### config.mk
export PLATFORM = sky130hd
export DESIGN_NAME = instruction_fetch
export DESIGN_NICKNAME = d
export VERILOG_FILES = /design/src/rtl/instruction_fetch_pkg.sv /design/src/rtl/instruction_fetch_next_pc.sv /design/src/rtl/instruction_fetch.sv
export SDC_FILE = /design/constraint.sdc
export NUM_CORES = 1
export LEC_CHECK = 0
export BUFFER_PORTS_ARGS = -buffer_cell sky130_fd_sc_hd__buf_4
export CORE_MARGIN = 2
export CORE_UTILIZATION = 45
export DETAILED_ROUTE_END_ITERATION = 16
export HOLD_SLACK_MARGIN = 0.1
export PLACE_DENSITY = 0.89
export SLEW_MARGIN = 20
export SYNTH_ARGS = -nofsm -noshare
export SYNTH_HDL_FRONTEND = slang
export SYNTH_SLANG_ARGS = --single-unit
### constraint.sdc
create_clock -name clk -period 3.15 [get_ports clk]
set_input_delay 0.315 -clock clk [delete_from_list [all_inputs] [get_ports clk]]
set_output_delay 0.315 -clock clk [all_outputs]
set_load 0.03 [all_outputs]
### src/rtl/instruction_fetch_pkg.sv
// Shared definitions for the fetch stage: state encoding, reset defaults and
// opcode constants used jointly with the control unit.
package instruction_fetch_pkg;

  typedef enum logic [1:0] {
    ST_IDLE  = 2'd0,
    ST_FETCH = 2'd1,
    ST_HOLD  = 2'd2
  } if_state_e;

  localparam logic [31:0] RESET_PC_DEF  = 32'h0000_0000;
  localparam logic [31:0] NOP_INSTR_DEF = 32'h0000_0000;

  localparam logic [5:0] OPC_RTYPE = 6'h00;
  localparam logic [5:0] OPC_J     = 6'h02;
  localparam logic [5:0] OPC_BEQ   = 6'h04;
  localparam logic [5:0] OPC_ADDI  = 6'h08;
  localparam logic [5:0] OPC_LW    = 6'h23;
  localparam logic [5:0] OPC_SW    = 6'h2B;

  function automatic logic [31:0] word_align(input logic [31:0] a);
    return {a[31:2], 2'b00};
  endfunction

endpackage

### src/rtl/instruction_fetch_next_pc.sv
// Combinational next-PC selection: sequential, taken branch or jump,
// with jump taking priority over branch.
module next_pc_calc
  import instruction_fetch_pkg::*;
(
  input  logic [31:0] pc,
  input  logic        branch,
  input  logic        zero,
  input  logic [15:0] branch_imm,
  input  logic        jump,
  input  logic [25:0] jump_target,
  output logic [31:0] pc_plus4,
  output logic [31:0] next_pc
);

  logic [31:0] br_off;
  logic [31:0] br_tgt;
  logic [31:0] jmp_tgt;

  assign pc_plus4 = pc + 32'd4;
  assign br_off   = {{14{branch_imm[15]}}, branch_imm, 2'b00};
  assign br_tgt   = pc_plus4 + br_off;
  assign jmp_tgt  = {pc_plus4[31:28], jump_target, 2'b00};

  always_comb begin
    next_pc = pc_plus4;
    if (jump)                next_pc = jmp_tgt;
    else if (branch && zero) next_pc = br_tgt;
    next_pc = word_align(next_pc);
  end

endmodule

### src/rtl/instruction_fetch.sv
// Fetch stage: issues one word fetch per instruction, holds the fetched word
// until downstream accepts it, then advances the PC.
module instruction_fetch
  import instruction_fetch_pkg::*;
#(
  parameter logic [31:0] RESET_PC  = RESET_PC_DEF,
  parameter logic [31:0] NOP_INSTR = NOP_INSTR_DEF
) (
  input  logic        clk,
  input  logic        rst_n,
  output logic        imem_req,
  output logic [31:0] imem_addr,
  input  logic [31:0] imem_rdata,
  input  logic        imem_ready,
  input  logic        stall,
  input  logic        Branch,
  input  logic        Zero,
  input  logic [15:0] branch_imm,
  input  logic        Jump,
  input  logic [25:0] jump_target,
  output logic [31:0] instruction,
  output logic        instr_valid,
  output logic [31:0] pc_out,
  output logic [31:0] pc_plus4
);

  if_state_e   state_q, state_d;
  logic [31:0] pc_q, pc_d;
  logic [31:0] instr_q, instr_d;
  logic [31:0] next_pc;

  next_pc_calc u_next_pc (
    .pc          (pc_q),
    .branch      (Branch),
    .zero        (Zero),
    .branch_imm  (branch_imm),
    .jump        (Jump),
    .jump_target (jump_target),
    .pc_plus4    (pc_plus4),
    .next_pc     (next_pc)
  );

  // Control inputs are only looked at on acceptance (HOLD and !stall).
  always_comb begin
    state_d  = state_q;
    pc_d     = pc_q;
    instr_d  = instr_q;
    imem_req = 1'b0;
    case (state_q)
      ST_IDLE: state_d = ST_FETCH;
      ST_FETCH: begin
        imem_req = 1'b1;
        if (imem_ready) begin
          instr_d = imem_rdata;
          state_d = ST_HOLD;
        end
      end
      ST_HOLD: begin
        if (!stall) begin
          pc_d    = next_pc;
          state_d = ST_FETCH;
        end
      end
      default: state_d = ST_IDLE;
    endcase
  end

  always_ff @(posedge clk or negedge rst_n) begin
    if (!rst_n) begin
      state_q <= ST_IDLE;
      pc_q    <= word_align(RESET_PC);
      instr_q <= NOP_INSTR;
    end else begin
      state_q <= state_d;
      pc_q    <= pc_d;
      instr_q <= instr_d;
    end
  end

  assign imem_addr   = pc_q;
  assign pc_out      = pc_q;
  assign instr_valid = (state_q == ST_HOLD);
  assign instruction = instr_valid ? instr_q : NOP_INSTR;

endmodule

Word level (Yosys, flattened, before mapping) --
Index checks and enable logic that the tools add are counted.
Cells by class: reduce and logical (&&, ||, !) cells 5, add/sub/neg operators 2, eq/ne operators 4, bitwise operators 1, multiplexer cells 7
Operators with widths (number):
- $mux W32 | 3
- $add A32 B3 Y32 const B | 1
- $add A32 B32 Y32 | 1
- $pmux W2 S3 | 1
- $reduce_and A2 Y1 | 3
- $mux W2 | 2
- $ne A2 B2 Y1 const B | 2
- $eq A2 B1 Y1 const B | 1
- $eq A2 B2 Y1 const B | 1
- $logic_not A2 Y1 | 1
- $logic_and A1 B1 Y1 | 1
- $mux W1 | 1
- $not A1 Y1 | 1
Storage, ports and cells: logic and storage cells 22, output and inout port bits 130, input bits 81, flip-flop bits (word level) 64

Longest topological paths before layout --
depth after elaboration 4, gate-level depth with buffers 16, mapped depth without buffers 15

Modules after synthesis --
Synthesis repeated with hierarchy kept, for this count alone.
Unflattened totals: cells, all modules 646, area, all modules 6019.5 um2
By module, submodules not included:
- instruction_fetch | times used 1, area an instance 3075.4 um2, cells an instance 210, sequential area each 1651.6 um2
- next_pc_calc | times used 1, area an instance 2944.1 um2, cells an instance 436, sequential area each 0.0 um2

Worst setup path after synthesis --
OpenSTA, ideal clock, no wires.
kind reg-to-reg, start register pc_q[2], in the netlist imem_addr[2], end register pc_q[29], in the netlist imem_addr[29], required time 3018 ps, setup time 132 ps, period minus slack after synthesis 4044 ps, arrival time 3911 ps, stages on the path, launching flop included 16, path buffers 0, setup slack -894 ps, cell sequence dfrtp_1 ha_1 nand4_1 nor3_4 nand4_1 xnor2_1 ha_1 and4_1 and4_1 o211ai_1 o2111ai_1 a21oi_1 o21ai_0 a211oi_1 xor2_1 o21ai_0
Between the ends: longest elaborated chain between the ends 4
RTL lines:
- start, declared | line instruction_fetch.sv:28 | logic [31:0] pc_q, pc_d;
- start signal, assigned | line instruction_fetch.sv:71 | pc_q <= word_align(RESET_PC);
- start signal, assigned | line instruction_fetch.sv:75 | pc_q <= pc_d;
- $add A32 B3 Y32 | line instruction_fetch_next_pc.sv:20 | assign pc_plus4 = pc + 32'd4;
- via pc_plus4[18] | line instruction_fetch.sv:24 | output logic [31:0] pc_plus4
- $add A32 B32 Y32 | line instruction_fetch_next_pc.sv:22 | assign br_tgt = pc_plus4 + br_off;
- $mux W32 | line instruction_fetch_next_pc.sv:28 | else if (branch && zero) next_pc = br_tgt;
- $mux W32 | line instruction_fetch_next_pc.sv:27 | if (jump) next_pc = jmp_tgt;
The timed path passes the listed nets, and every way through them passes these cells. A chain may end at the register's enable or synchronous reset.

Final worst setup path --
start register pc_q[2], in the netlist imem_addr[2], end register pc_q[21], in the netlist imem_addr[21]
Between the ends: longest elaborated chain between the ends 4
RTL lines (line):
- $add A32 B3 Y32 * | instruction_fetch_next_pc.sv:20
- $add A32 B32 Y32 | instruction_fetch_next_pc.sv:22
- $mux W32 * | instruction_fetch_next_pc.sv:28
- $mux W32 * | instruction_fetch_next_pc.sv:27
Every way passes the cells marked *; elsewhere a longest branch is shown, timed or not.

==> key figures <==
STA
  • Worst Clk Skew: 0.0104 ns
  • Worst hold slack: 0.0842 ns
  • Slew Limit Fails: 0
  • Worst slew margin relative to its limit: 41.6%
  • Peak Freq: 292 MHz
  • Setup violations, final: 14
  • Setup TNS: -2.12 ns
  • Final Hold Fails: 0
  • Worst Tran Pin Value: 0.875 ns
  • RSZ-0062 raised after global routing: true
  • Minimum clock period: 3.43 ns
  • Tcrit/Tclk final: 109%
  • Final worst setup slack: -0.277 ns

Setup path
  • Critical path's largest stage delay: 0.39 ns
  • Worst EP required: 3.36 ns
  • Buffer and inverter count on the worst path: 4
  • Worst path cell trace: ha_4, nand4_1, nor3_4, buf_6, nand4_1, xnor2_4, ha_4, buf_4, buf_4, nor2_1, nor2_1, nand3_1, o2111ai_2, a21oi_2, buf_4, xor2_2, o211ai_1, o21ai_1, o21ai_1
  • Max FO, Critical Path: 5
  • Top Family by Delay on Critical Path: simple AND/OR/NAND/NOR gates
  • Crit path capture type: flip-flop
  • Setup Crit Path Kind: reg2reg
  • Arr. time, crit path: 3.64 ns
  • CP max-delay cell: dfrtp_2
  • CP startpoint kind: flip-flop
  • Cell mode on critical path: buf_4

Synthesis
  • Post-synth EDFFs: 0
  • Mux contribution to synthesized area: 7.16%
  • Compound-Gate Fraction of Synth Area: 18.6%
  • Register area share after synthesis: 28.7%
  • Largest family of logic cells by synthesized area: simple AND/OR/NAND/NOR gates
  • Post-synthesis simple-gate area fraction: 21.7%
  • Post-synth top area share: 28.7%
  • Synth async-reset ratio: 100%
  • Top cells by count, synth: dfrtp_1, nand2_1, o21ai_0, a21oi_1, nor2_1
  • Count leader, synth: dfrtp_1
  • Mapped Avg Cell Area: 8.51 um2
  • Leading area contributor after synthesis: dfrtp_1
  • Xor/xnor cell area share of the yosys netlist: 7.81%
  • Mapped Area: 5590 um2
  • Synth area leaders: dfrtp_1, ha_1, mux2_2, buf_4, o21ai_0
  • Post-synthesis cell type count: 62
  • FF+latch count, synth: 64
  • Adder-cell share of the synthesized area: 8.42%
  • Yosys warnings: 0
  • Main synth FF type: dfrtp_1
  • Gate Count Post-Synth: 657

Global routing
  • M2 GR Usage: 55.4%
  • M1 GR Usage: 34.4%
  • Total Routing Usage GR: 31.8%
  • GRT overflow: 0
  • Met3 GRT Util: 9.15%
  • Pin count of the biggest net entering global routing: 65
  • Initial antenna violation count: 0
  • Global-route wire length before repair: 33100 um
  • Vias in the first global route: 6717
  • GRT Max-Usage Layer: met2

Clock tree
  • Deepest clock path buffer count: 2
  • Sink Count: 64
  • CTS H-tree lvls: 3
  • CTS tree: done
  • Clock root buffer: clkbuf_16
  • Total CTS buffers: 9
  • Clock Latency Late Sink: 0.35 ns
  • Post-CTS Hold Fix Bufs: 0
  • Clk pin slew, worst setup/hold paths: 0.06 ns

Status
  • Failing checks: negative setup slack
  • Outcome: finished with violations

Placement
  • Pre-CTS WS: -0.306 ns
  • Number of port buffers: 204
  • Routability cong.: 0.919
  • Detail Placement HPWL: 14600 um
  • Placed insts: 1087

Min path
  • Hold WC Path Type: in2async

Power
  • Power per cell area: 1130 nW/um2
  • Total power draw: 10.4 mW
  • VDD IR max: 691 uV
  • Static leakage: 4.28 nW

Layout
  • Final Non-Filler Cells: 1121
  • # diodes: 0
  • Layout area overhead: 64.0%
  • Nets: 1066
  • Share of cells above drive strength 1: 54.4%

Die
  • Die W: 115 um
  • # rows: 40
  • IO Pins: 211
  • Core area: 12100 um2
  • Chip height: 115 um
  • Total die area: 13300 um2
  • Starting density of the core: 46.3%

Routing
  • Initial drt markers: 658
  • DR vias: 6715
  • Final wirelength: 23900 um
  • Antenna Nets Post-Route: 0
  • # DRC: 0
  • Vias per inst: 5.99
  • 1st-pass router iterations: 7
  • Post-DR wirelength/cell: 21.3 um

Job
  • Max_cap viols: 0
[layout make-up]
cell class | instances | area [um2]
Clock inverter | 5 | 81.3
Multi-Input combinational cell | 524 | 4420
Tap cell | 168 | 210
Clock buffer | 11 | 233
Inverter | 11 | 43.8
Timing Repair Buffer | 338 | 2560
Sequential cell | 64 | 1620
Fill cell | 732 | 2890
[worst paths after layout]
path                              start             to  slack (ns)  cells after the start
max reg2reg                imem_addr[2]  imem_addr[21]       -0.28                     19
max in group asynchronous         rst_n  imem_addr[11]        2.45                      1
min in group clk                  stall     state_q[0]        0.18                      2
min                               rst_n    instr_q[13]        0.08                      1
min reg2reg                 instr_q[25]    instr_q[25]        0.50                      1
max                        imem_addr[2]  imem_addr[21]       -0.28                     19
[registers in the layout, summed over array words and instances (netlist names)]
signal / cells
state_q: 2
imem_addr: 30
instr_q: 32
[stage by stage]
step | utilization (%) | cell area [um2]
detailed placement | 68.4 | 8250
finish | 76.0 | 9170
global route | 76.0 | 9170
CTS | 72.8 | 8790
global placement | 68.4 | 8250
floorplan | - | 6020
[routing by layer]
layer	wire, um	up-vias	part of all wire, %
li1	-	2887	-
met1	8410	3190	35
met2	11400	487	48
met3	2450	151	10
met4	1560	0	6.5
met5	0	-	0
[timing repair]
item,in CTS,in global routing
setup endpoints to repair,14,21
gates resized for setup,36,75
setup buffers,9,9
pin swaps,28,46
hold endpoints to repair,0,0
[layout by cell type (no fill, tap or decap), types with 9 or more instances in the layout]
master,n
a21o_1,10
a21oi_1,32
a21oi_2,14
and2_1,33
buf_4,331
clkbuf_16,9
dfrtp_1,50
dfrtp_2,14
ha_1,24
ha_4,11
inv_1,9
mux2_2,32
nand2_1,58
nand3_1,21
nand4_1,9
nor2_1,31
o211ai_1,14
o21ai_0,31
o21ai_1,14
xnor2_1,11
xor2_1,12
xor2_2,10
[cell families (layout without fill, tap and decap cells)]
| family | count (synthesis) | in the layout |
|---|---|---|
| compound gates | 170 | 170 |
| xor+xnor | 49 | 49 |
| fa+ha+maj | 37 | 37 |
| buf+inv | 74 | 365 |
| flops | 64 | 64 |
| mux | 36 | 36 |
| other cells | 1 | 6 |
| simple gates | 226 | 226 |
[report_power, final]
part / switching (mW) / total, mW / internal (mW) / leakage, nW
registers: 0.340 / 1.58 / 1.24 / 0.749
logic: 4.35 / 7.67 / 3.32 / 3.38
clock network: 0.409 / 1.10 / 0.694 / 0.150
Power figures use the tool's default switching activity.
